File: src/rtl/sync_chain.sv
`timescale 1ns/1ps
`default_nettype none
// ============================================================================
// Module  : sync_chain
// Brief   : Plain multi-flop synchronizer for one asynchronous level.
// Revision: 1.0 - initial release
// ============================================================================
module sync_chain #(
    parameter int   STAGES      = 2,
    parameter logic RESET_LEVEL = 1'b0
) (
    input  logic clock,
    input  logic reset,
    input  logic d,
    output logic q
);

    if (STAGES < 2) begin : g_bad_stages
        $error("sync_chain: STAGES must be >= 2");
    end

    logic [STAGES-1:0] sync_q;
    logic [STAGES-1:0] sync_d;

    // Pure shift: no logic between stages so metastability only has to settle.
    always_comb begin
        sync_d = {sync_q[STAGES-2:0], d};
    end

    always_ff @(posedge clock) begin
        if (reset) begin
            sync_q <= {STAGES{RESET_LEVEL}};
        end else begin
            sync_q <= sync_d;
        end
    end

    assign q = sync_q[STAGES-1];

endmodule
`default_nettype wire

File: src/rtl/signal_debounce.sv
`timescale 1ns/1ps
`default_nettype none
// ============================================================================
// Module  : signal_debounce
// Brief   : Synchronizer plus stability-count filter with glitch statistics.
// Revision: 1.0 - initial release
// ============================================================================
module signal_debounce #(
    parameter int   SYNC_STAGES      = 2,
    parameter int   STABLE_CYCLES    = 4,
    parameter logic RESET_LEVEL      = 1'b0,
    parameter int   GLITCH_CNT_WIDTH = 8
) (
    input  logic                        clock,
    input  logic                        reset,
    input  logic                        signal_in,
    output logic                        signal_out,
    output logic                        busy,
    output logic [GLITCH_CNT_WIDTH-1:0] glitch_count
);

    localparam int CNT_WIDTH = $clog2(STABLE_CYCLES + 1);
    localparam logic [CNT_WIDTH-1:0] C_CNT_LAST = CNT_WIDTH'(STABLE_CYCLES - 1);

    if (STABLE_CYCLES < 1) begin : g_bad_stable
        $error("signal_debounce: STABLE_CYCLES must be >= 1");
    end

    logic                        w_sync;
    logic [CNT_WIDTH-1:0]        cnt_q, cnt_d;
    logic                        out_q, out_d;
    logic [GLITCH_CNT_WIDTH-1:0] glitch_q, glitch_d;

    sync_chain #(
        .STAGES      (SYNC_STAGES),
        .RESET_LEVEL (RESET_LEVEL)
    ) u_sync_chain (
        .clock (clock),
        .reset (reset),
        .d     (signal_in),
        .q     (w_sync)
    );

    // With STABLE_CYCLES == 1 the last-count value is 0, so a difference is
    // accepted on the first edge it is seen and the counter never moves.
    always_comb begin
        cnt_d    = cnt_q;
        out_d    = out_q;
        glitch_d = glitch_q;
        if (w_sync != out_q) begin
            if (cnt_q == C_CNT_LAST) begin
                out_d = w_sync;
                cnt_d = '0;
            end else begin
                cnt_d = cnt_q + CNT_WIDTH'(1);
            end
        end else if (cnt_q != '0) begin
            cnt_d = '0;
            if (glitch_q != '1) begin
                glitch_d = glitch_q + GLITCH_CNT_WIDTH'(1);
            end
        end
    end

    always_ff @(posedge clock) begin
        if (reset) begin
            cnt_q    <= '0;
            out_q    <= RESET_LEVEL;
            glitch_q <= '0;
        end else begin
            cnt_q    <= cnt_d;
            out_q    <= out_d;
            glitch_q <= glitch_d;
        end
    end

    assign signal_out   = out_q;
    assign busy         = (cnt_q != '0);
    assign glitch_count = glitch_q;

endmodule
`default_nettype wire

File: config.mk
export PLATFORM = sky130hd
export DESIGN_NAME = signal_debounce
export DESIGN_NICKNAME = d
export VERILOG_FILES = /design/src/rtl/sync_chain.sv /design/src/rtl/signal_debounce.sv
export SDC_FILE = /design/constraint.sdc
export NUM_CORES = 1
export LEC_CHECK = 0
export BUFFER_PORTS_ARGS = -buffer_cell sky130_fd_sc_hd__buf_2
export CAP_MARGIN = 20
export CORE_AREA = 2 2 39 41
export CTS_BUF_LIST = sky130_fd_sc_hd__clkbuf_4 sky130_fd_sc_hd__clkbuf_8
export DETAILED_ROUTE_END_ITERATION = 10
export DIE_AREA = 0 0 41 43
export PLACE_DENSITY = 0.83
export SYNTH_ARGS = -nofsm -noshare
export SYNTH_HDL_FRONTEND = slang
export SYNTH_SLANG_ARGS = --single-unit
File: constraint.sdc
create_clock -name clock -period 2.37 [get_ports clock]
set_clock_uncertainty 0.1 [all_clocks]
set_input_delay 0.5925 -clock clock [delete_from_list [all_inputs] [get_ports clock]]
set_output_delay 0.5925 -clock clock [all_outputs]
set_load 0.02 [all_outputs]
### After elaboration in Yosys (flattened, before gate mapping)

Index checks and enable logic that the tools add are counted.

* add/subtract/negate cells: 2
* eq/ne operators: 3
* multiplexer cells: 3
* bitwise operators: 1
* reductions and logical operators: 4

Operators with widths (count)
* $mux 3: 3
* $add 8x1->8 const B: 1
* $ne 8x8->1 const B: 1
* $add 3x1->3 const B: 1
* $eq 3x2->1 const B: 1
* $reduce_and 3->1: 1
* $reduce_bool 3->1: 1
* $reduce_and 2->1: 1
* $reduce_bool 2->1: 1
* $ne 1x1->1: 1
* $not 1->1: 1

* bits in registers: 14
* bits of input ports: 3
* output and inout port bits: 10

### Logic depth before layout (Yosys ltp)

* word-level depth: 3
* depth in mapped cells: 7

### By module

From an unflattened synthesis, not the netlist that was laid out.

* cells, all modules: 67
* area, all modules: 655.6 sq um

By module, submodules not included
* signal_debounce: times used 1, cells an instance 63, area an instance 603.1 sq um, seq. area each 240.2 sq um
* sync_chain: times used 1, cells an instance 4, area an instance 52.6 sq um, seq. area each 40.0 sq um

### Worst setup path before layout

No wires, ideal clock.

* path type: flip-flop to flip-flop
* start point: reg cnt_q[0]
* end point: reg glitch_q[0], in the netlist glitch_count[0]
* arrival time: 1.596 ns
* path slack: 0.550 ns
* stages on the path, launching flop included: 8
* buffers on the path: 0
* cells stage by stage: dfxtp_1 inv_1 ha_1 nor2b_1 inv_1 nand2_1 a31oi_1 mux2_1

* longest elaborated chain between the ends: 2

RTL lines
* start, declared: RTL line signal_debounce.sv:30 `logic [CNT_WIDTH-1:0] cnt_q, cnt_d;`
* start signal, assigned: RTL line signal_debounce.sv:71 `cnt_q <= cnt_d;`
* $reduce_bool 3->1
* named net busy: RTL line signal_debounce.sv:18 `output logic busy,`
* $reduce_and 3->1 (no line)
* end signal, assigned: RTL line signal_debounce.sv:73 `glitch_q <= glitch_d;`
* end, declared: RTL line signal_debounce.sv:32 `logic [GLITCH_CNT_WIDTH-1:0] glitch_q, glitch_d;`

The timed path passes the listed nets, and every way through them passes these cells.
A chain may end at the register's enable or synchronous reset.

### Final worst setup path

* start point: reg cnt_q[0]
* end point: out busy

* longest elaborated chain between the ends: 1

RTL lines
* $reduce_bool 3->1: RTL line signal_debounce.sv:78 `assign busy = (cnt_q != '0);`
* end, declared: RTL line signal_debounce.sv:18

No other way between the ends.

==> report_table.html <==
<table>
<tr><th>Metric</th><th>Value</th></tr>
<tr><th colspan="2">Floorplanning</th></tr>
<tr><td>Row Count</td><td>14</td></tr>
<tr><td>Horiz. Die Dim</td><td>41 microns</td></tr>
<tr><td>Starting density of the core</td><td>47.29%</td></tr>
<tr><td>Number of top-level design ports</td><td>13</td></tr>
<tr><td>Vertical die dimension</td><td>43 microns</td></tr>
<tr><td>Floorplan core area</td><td>1384 sq um</td></tr>
<tr><td>Die Area</td><td>1763 sq um</td></tr>
<tr><th colspan="2">Logic synthesis</th></tr>
<tr><td>Post-synthesis share of cell area spent on xor and xnor gates</td><td>3.824%</td></tr>
<tr><td>Portion of netlist area occupied by mux cells</td><td>4.780%</td></tr>
<tr><td>Leading register cell type out of synthesis</td><td>dfxtp_1</td></tr>
<tr><td>Post-synthesis instance area</td><td>654.4 sq um</td></tr>
<tr><td>Syn Area/Cell</td><td>9.348 sq um</td></tr>
<tr><td>Main combinational cell family by area after synthesis</td><td>simple AND/OR/NAND/NOR gates</td></tr>
<tr><td>Portion of the post-synthesis area used by sequential elements</td><td>42.83%</td></tr>
<tr><td>Cell type contributing the most total cell area after synthesis</td><td>dfxtp_1</td></tr>
<tr><td>Distinct cell type count of the synthesized netlist</td><td>26</td></tr>
<tr><td>Flip-flop and latch count after synthesis</td><td>14</td></tr>
<tr><td>Yosys synthesis warning count</td><td>0</td></tr>
<tr><td>Gate count of the mapped netlist</td><td>70</td></tr>
<tr><td>Synth Area in Compound Gates</td><td>14.34%</td></tr>
<tr><td>Synth async-reset ratio</td><td>0%</td></tr>
<tr><td>Number of synthesized flops with an enable pin</td><td>0</td></tr>
<tr><td>Synthesized netlist net count</td><td>76</td></tr>
<tr><td>Fraction of the mapped netlist area in simple logic gates</td><td>26.20%</td></tr>
<tr><td>Arithmetic-cell share of the synthesized area counting full adders, half adders and majority gates</td><td>5.736%</td></tr>
<tr><td>Top post-synthesis cells by area</td><td>dfxtp_1 (43%), a31oi_1 (5.7%), ha_1 (5.7%)</td></tr>
<tr><td>Yosys top cell area share</td><td>42.83%</td></tr>
<tr><th colspan="2">GRT</th></tr>
<tr><td>Antenna violations before repair</td><td>0</td></tr>
<tr><td>Vias in the first global route</td><td>455</td></tr>
<tr><td>Maximum number of pins on one net before global-route repair</td><td>17</td></tr>
<tr><td>All-Layer GR Usage</td><td>16.65%</td></tr>
<tr><td>Wire length of the first global-routing pass</td><td>1925 microns</td></tr>
<tr><td>Overflow after GRT</td><td>0</td></tr>
<tr><th colspan="2">Worst setup path</th></tr>
<tr><td>Req. time, crit path</td><td>1680 ps</td></tr>
<tr><td>Type of destination of the critical path</td><td>primary output</td></tr>
<tr><td>Category of the worst setup path launch point</td><td>flip-flop</td></tr>
<tr><td>Type of the worst setup path</td><td>flip-flop to primary output</td></tr>
<tr><td>Top fanout value on the critical path</td><td>5</td></tr>
<tr><td>Crit path arrival time</td><td>1450 ps</td></tr>
<tr><th colspan="2">Clocking</th></tr>
<tr><td>Number of sinks on the clock net</td><td>14</td></tr>
<tr><td>Clock tree buffer depth</td><td>2</td></tr>
<tr><td>TritonCTS clock tree</td><td>done</td></tr>
<tr><td>Number of buffers added for setup after CTS</td><td>0</td></tr>
<tr><td>Hold Buf Count CTS</td><td>0</td></tr>
<tr><td>Clock Latency Late Sink</td><td>270 ps</td></tr>
<tr><td>TritonCTS buffer count</td><td>3</td></tr>
<tr><td>CTS root buffer</td><td>clkbuf_4</td></tr>
<tr><td>Max H-tree Level</td><td>1</td></tr>
<tr><td>Cts repair resizes</td><td>0</td></tr>
<tr><td>Clock transition time at the flip-flop clock pins of the worst setup and hold paths</td><td>80 ps</td></tr>
<tr><th colspan="2">Power and ir drop</th></tr>
<tr><td>Max IR drop VDD</td><td>0.3840 mV</td></tr>
<tr><td>Internal Power</td><td>309.4 uW</td></tr>
<tr><td>Comb pwr share</td><td>7.1%</td></tr>
<tr><td>Switching share of power</td><td>22.91%</td></tr>
<tr><td>Switching power</td><td>91.95 uW</td></tr>
<tr><td>Fraction of power consumed by sequential logic</td><td>60.6%</td></tr>
<tr><td>Total power per unit cell area</td><td>532.8 nW/um^2</td></tr>
<tr><td>Leak</td><td>0.3175 nW</td></tr>
<tr><td>Clock power share</td><td>32.3%</td></tr>
<tr><th colspan="2">Final layout</th></tr>
<tr><td>Most frequent standard cell in the layout excluding fill and tap cells</td><td>dfxtp_1</td></tr>
<tr><td>Area of all sequential standard cells</td><td>280.3 sq um</td></tr>
<tr><td>Number of nets in the finished design</td><td>92</td></tr>
<tr><td>Area Growth Syn to Fin</td><td>15.11%</td></tr>
<tr><td>Count of placed standard cells in the final layout, fillers left out</td><td>100</td></tr>
<tr><td>Layout cell share with drive strength beyond 1</td><td>23.81%</td></tr>
<tr><td>Number of antenna cells inserted</td><td>0</td></tr>
<tr><td>Total area of multi-input combinational cells</td><td>359.1 sq um</td></tr>
<tr><td>Number of inserted filler cells in the final layout</td><td>124</td></tr>
<tr><td>Design Area, Final</td><td>753.2 sq um</td></tr>
<tr><td>Leading cell types in the layout, fill and taps excluded</td><td>dfxtp_1 (14), buf_2 (12), nor2b_1 (6), a31oi_1 (6), nor2_1 (5)</td></tr>
<tr><th colspan="2">Hold path</th></tr>
<tr><td>Worst hold-check path type</td><td>flip-flop to flip-flop</td></tr>
<tr><th colspan="2">STA</th></tr>
<tr><td>Setup repair after global routing missed its margin</td><td>no</td></tr>
<tr><td>Hold Fails Final Rpt</td><td>0</td></tr>
<tr><td>Maximum clock frequency</td><td>467.3 MHz</td></tr>
<tr><td>Relative slew margins</td><td>71.78%</td></tr>
<tr><td>Total Neg Setup Slack</td><td>0 ps</td></tr>
<tr><td>Final worst path period need</td><td>2140 ps</td></tr>
<tr><td>Transition time of the tightest slew-check pin</td><td>421.1 ps</td></tr>
<tr><td>Final setup fails</td><td>0</td></tr>
<tr><td>Fin. max-slew vios</td><td>0</td></tr>
<tr><td>Share of the clock period used by the worst path</td><td>90.29%</td></tr>
<tr><th colspan="2">Routing</th></tr>
<tr><td>DR WL/cell</td><td>12.88 microns</td></tr>
<tr><td>DRT Pass-1 Iters</td><td>4</td></tr>
<tr><td>Starting DRC count in detailed routing</td><td>14</td></tr>
<tr><td>Residual DRC count</td><td>0</td></tr>
<tr><td>Post-detailed-routing wire length</td><td>1288 microns</td></tr>
<tr><td>Routed Antenna Nets</td><td>0</td></tr>
<tr><td>Vias per std cell</td><td>5.700</td></tr>
<tr><td>Overall via count from detail_route</td><td>570</td></tr>
<tr><th colspan="2">Place</th></tr>
<tr><td>Area after detailed placement</td><td>730.7 sq um</td></tr>
<tr><td>Count of buffers from port buffering</td><td>12</td></tr>
<tr><td>Placed wire-length estimate after detailed placement</td><td>926.9 microns</td></tr>
<tr><td>Routability congestion estimate</td><td>0.7157</td></tr>
<tr><td>Number of placed instances, taps included</td><td>97</td></tr>
<tr><th colspan="2">Run</th></tr>
<tr><td>Number of maximum-capacitance constraint violations</td><td>0</td></tr>
<tr><th colspan="2">Run status</th></tr>
<tr><td>Run status</td><td>finished clean</td></tr>
</table>
synth_stat cells (2+ instances only):
cell,count
ha_1,3
dfxtp_1,14
nor2_1,5
a211oi_1,2
nor3_1,3
nor2b_1,6
nand3_1,4
nand2b_1,2
a31oi_1,6
a21oi_1,3
inv_1,3
mux2i_1,2
nand2_1,4
cell families after synthesis:
logic type	after synthesis
buffers and inverters	4
AND/OR/NAND/NOR	30
multiplexers	3
flip-flops	14
XOR/XNOR	2
adder cells (fa/ha/maj)	3
AO/OA/AOI/OAI	14
worst max-delay path: stages (launching register included):
cell	delay, ps
dfxtp_1	340
inv_1	60
ha_1	120
nor2b_1	320
inv_1	130
buf_2	190
path summary, 6_finish.rpt:
path,startpoint,end,slack (ps),depth (start not counted)
setup / recovery,cnt_q[0],busy,230,5
hold / removal,u_sync_chain.sync_q[0],u_sync_chain.sync_q[1],350,1
setup reg to reg,cnt_q[0],glitch_count[0],480,7
hold reg to reg,u_sync_chain.sync_q[0],u_sync_chain.sync_q[1],350,1
stage by stage:
| stage | utilization [%] | setup slack [ps] | total power, mW | hold WS [ps] |
|---|---|---|---|---|
| after floorplan | - | 550.2 | 0.2687 | 313.8 |
| after global placement | 52.80 | 607.9 | 0.2760 | 323.5 |
| after detailed placement | 52.80 | 539.2 | 0.2772 | 329.1 |
| after CTS | 54.43 | 225.4 | 0.4033 | 354.5 |
| after global routing | 54.43 | 116.7 | 0.4189 | 370.7 |
| final | 54.43 | 230.2 | 0.4013 | 348.5 |
flip-flops by register name (all words and copies together) (netlist names):
signal and flops:
glitch_count 8, u_sync_chain.sync_q 2, signal_out 1, cnt_q 3
area by class of cell:
cell class / instances / area share [%]
Inverter: 3 / 1.495
Timing Repair Buffer: 12 / 7.973
Sequential cell: 14 / 37.21
Clock buffer: 3 / 2.990
Multi-Input combinational cell: 52 / 47.67
Tap cell: 16 / 2.658
routing by layer:
layer | GRT usage [%] | vias to the layer above | share of wire [%] | wire, microns
li1 | - | 283 | - | -
met5 | 0 | - | 0 | 0
met4 | 10.00 | 0 | 1.5 | 19
met3 | 6.283 | 2 | 5.1 | 66
met1 | 17.97 | 263 | 42 | 540
met2 | 25.94 | 22 | 51 | 661
power by group through the flow:
stage / Combinational [mW] / Clock (mW) / Sequential (mW)
after CTS: 0.0284 / 0.132 / 0.243
after global routing: 0.0318 / 0.143 / 0.244
after floorplan: 0.0190 / 0 / 0.250
after detailed placement: 0.0285 / 0 / 0.249
final: 0.0286 / 0.130 / 0.243
after global placement: 0.0277 / 0 / 0.248
No activity file was read; power rests on OpenSTA's default activity.
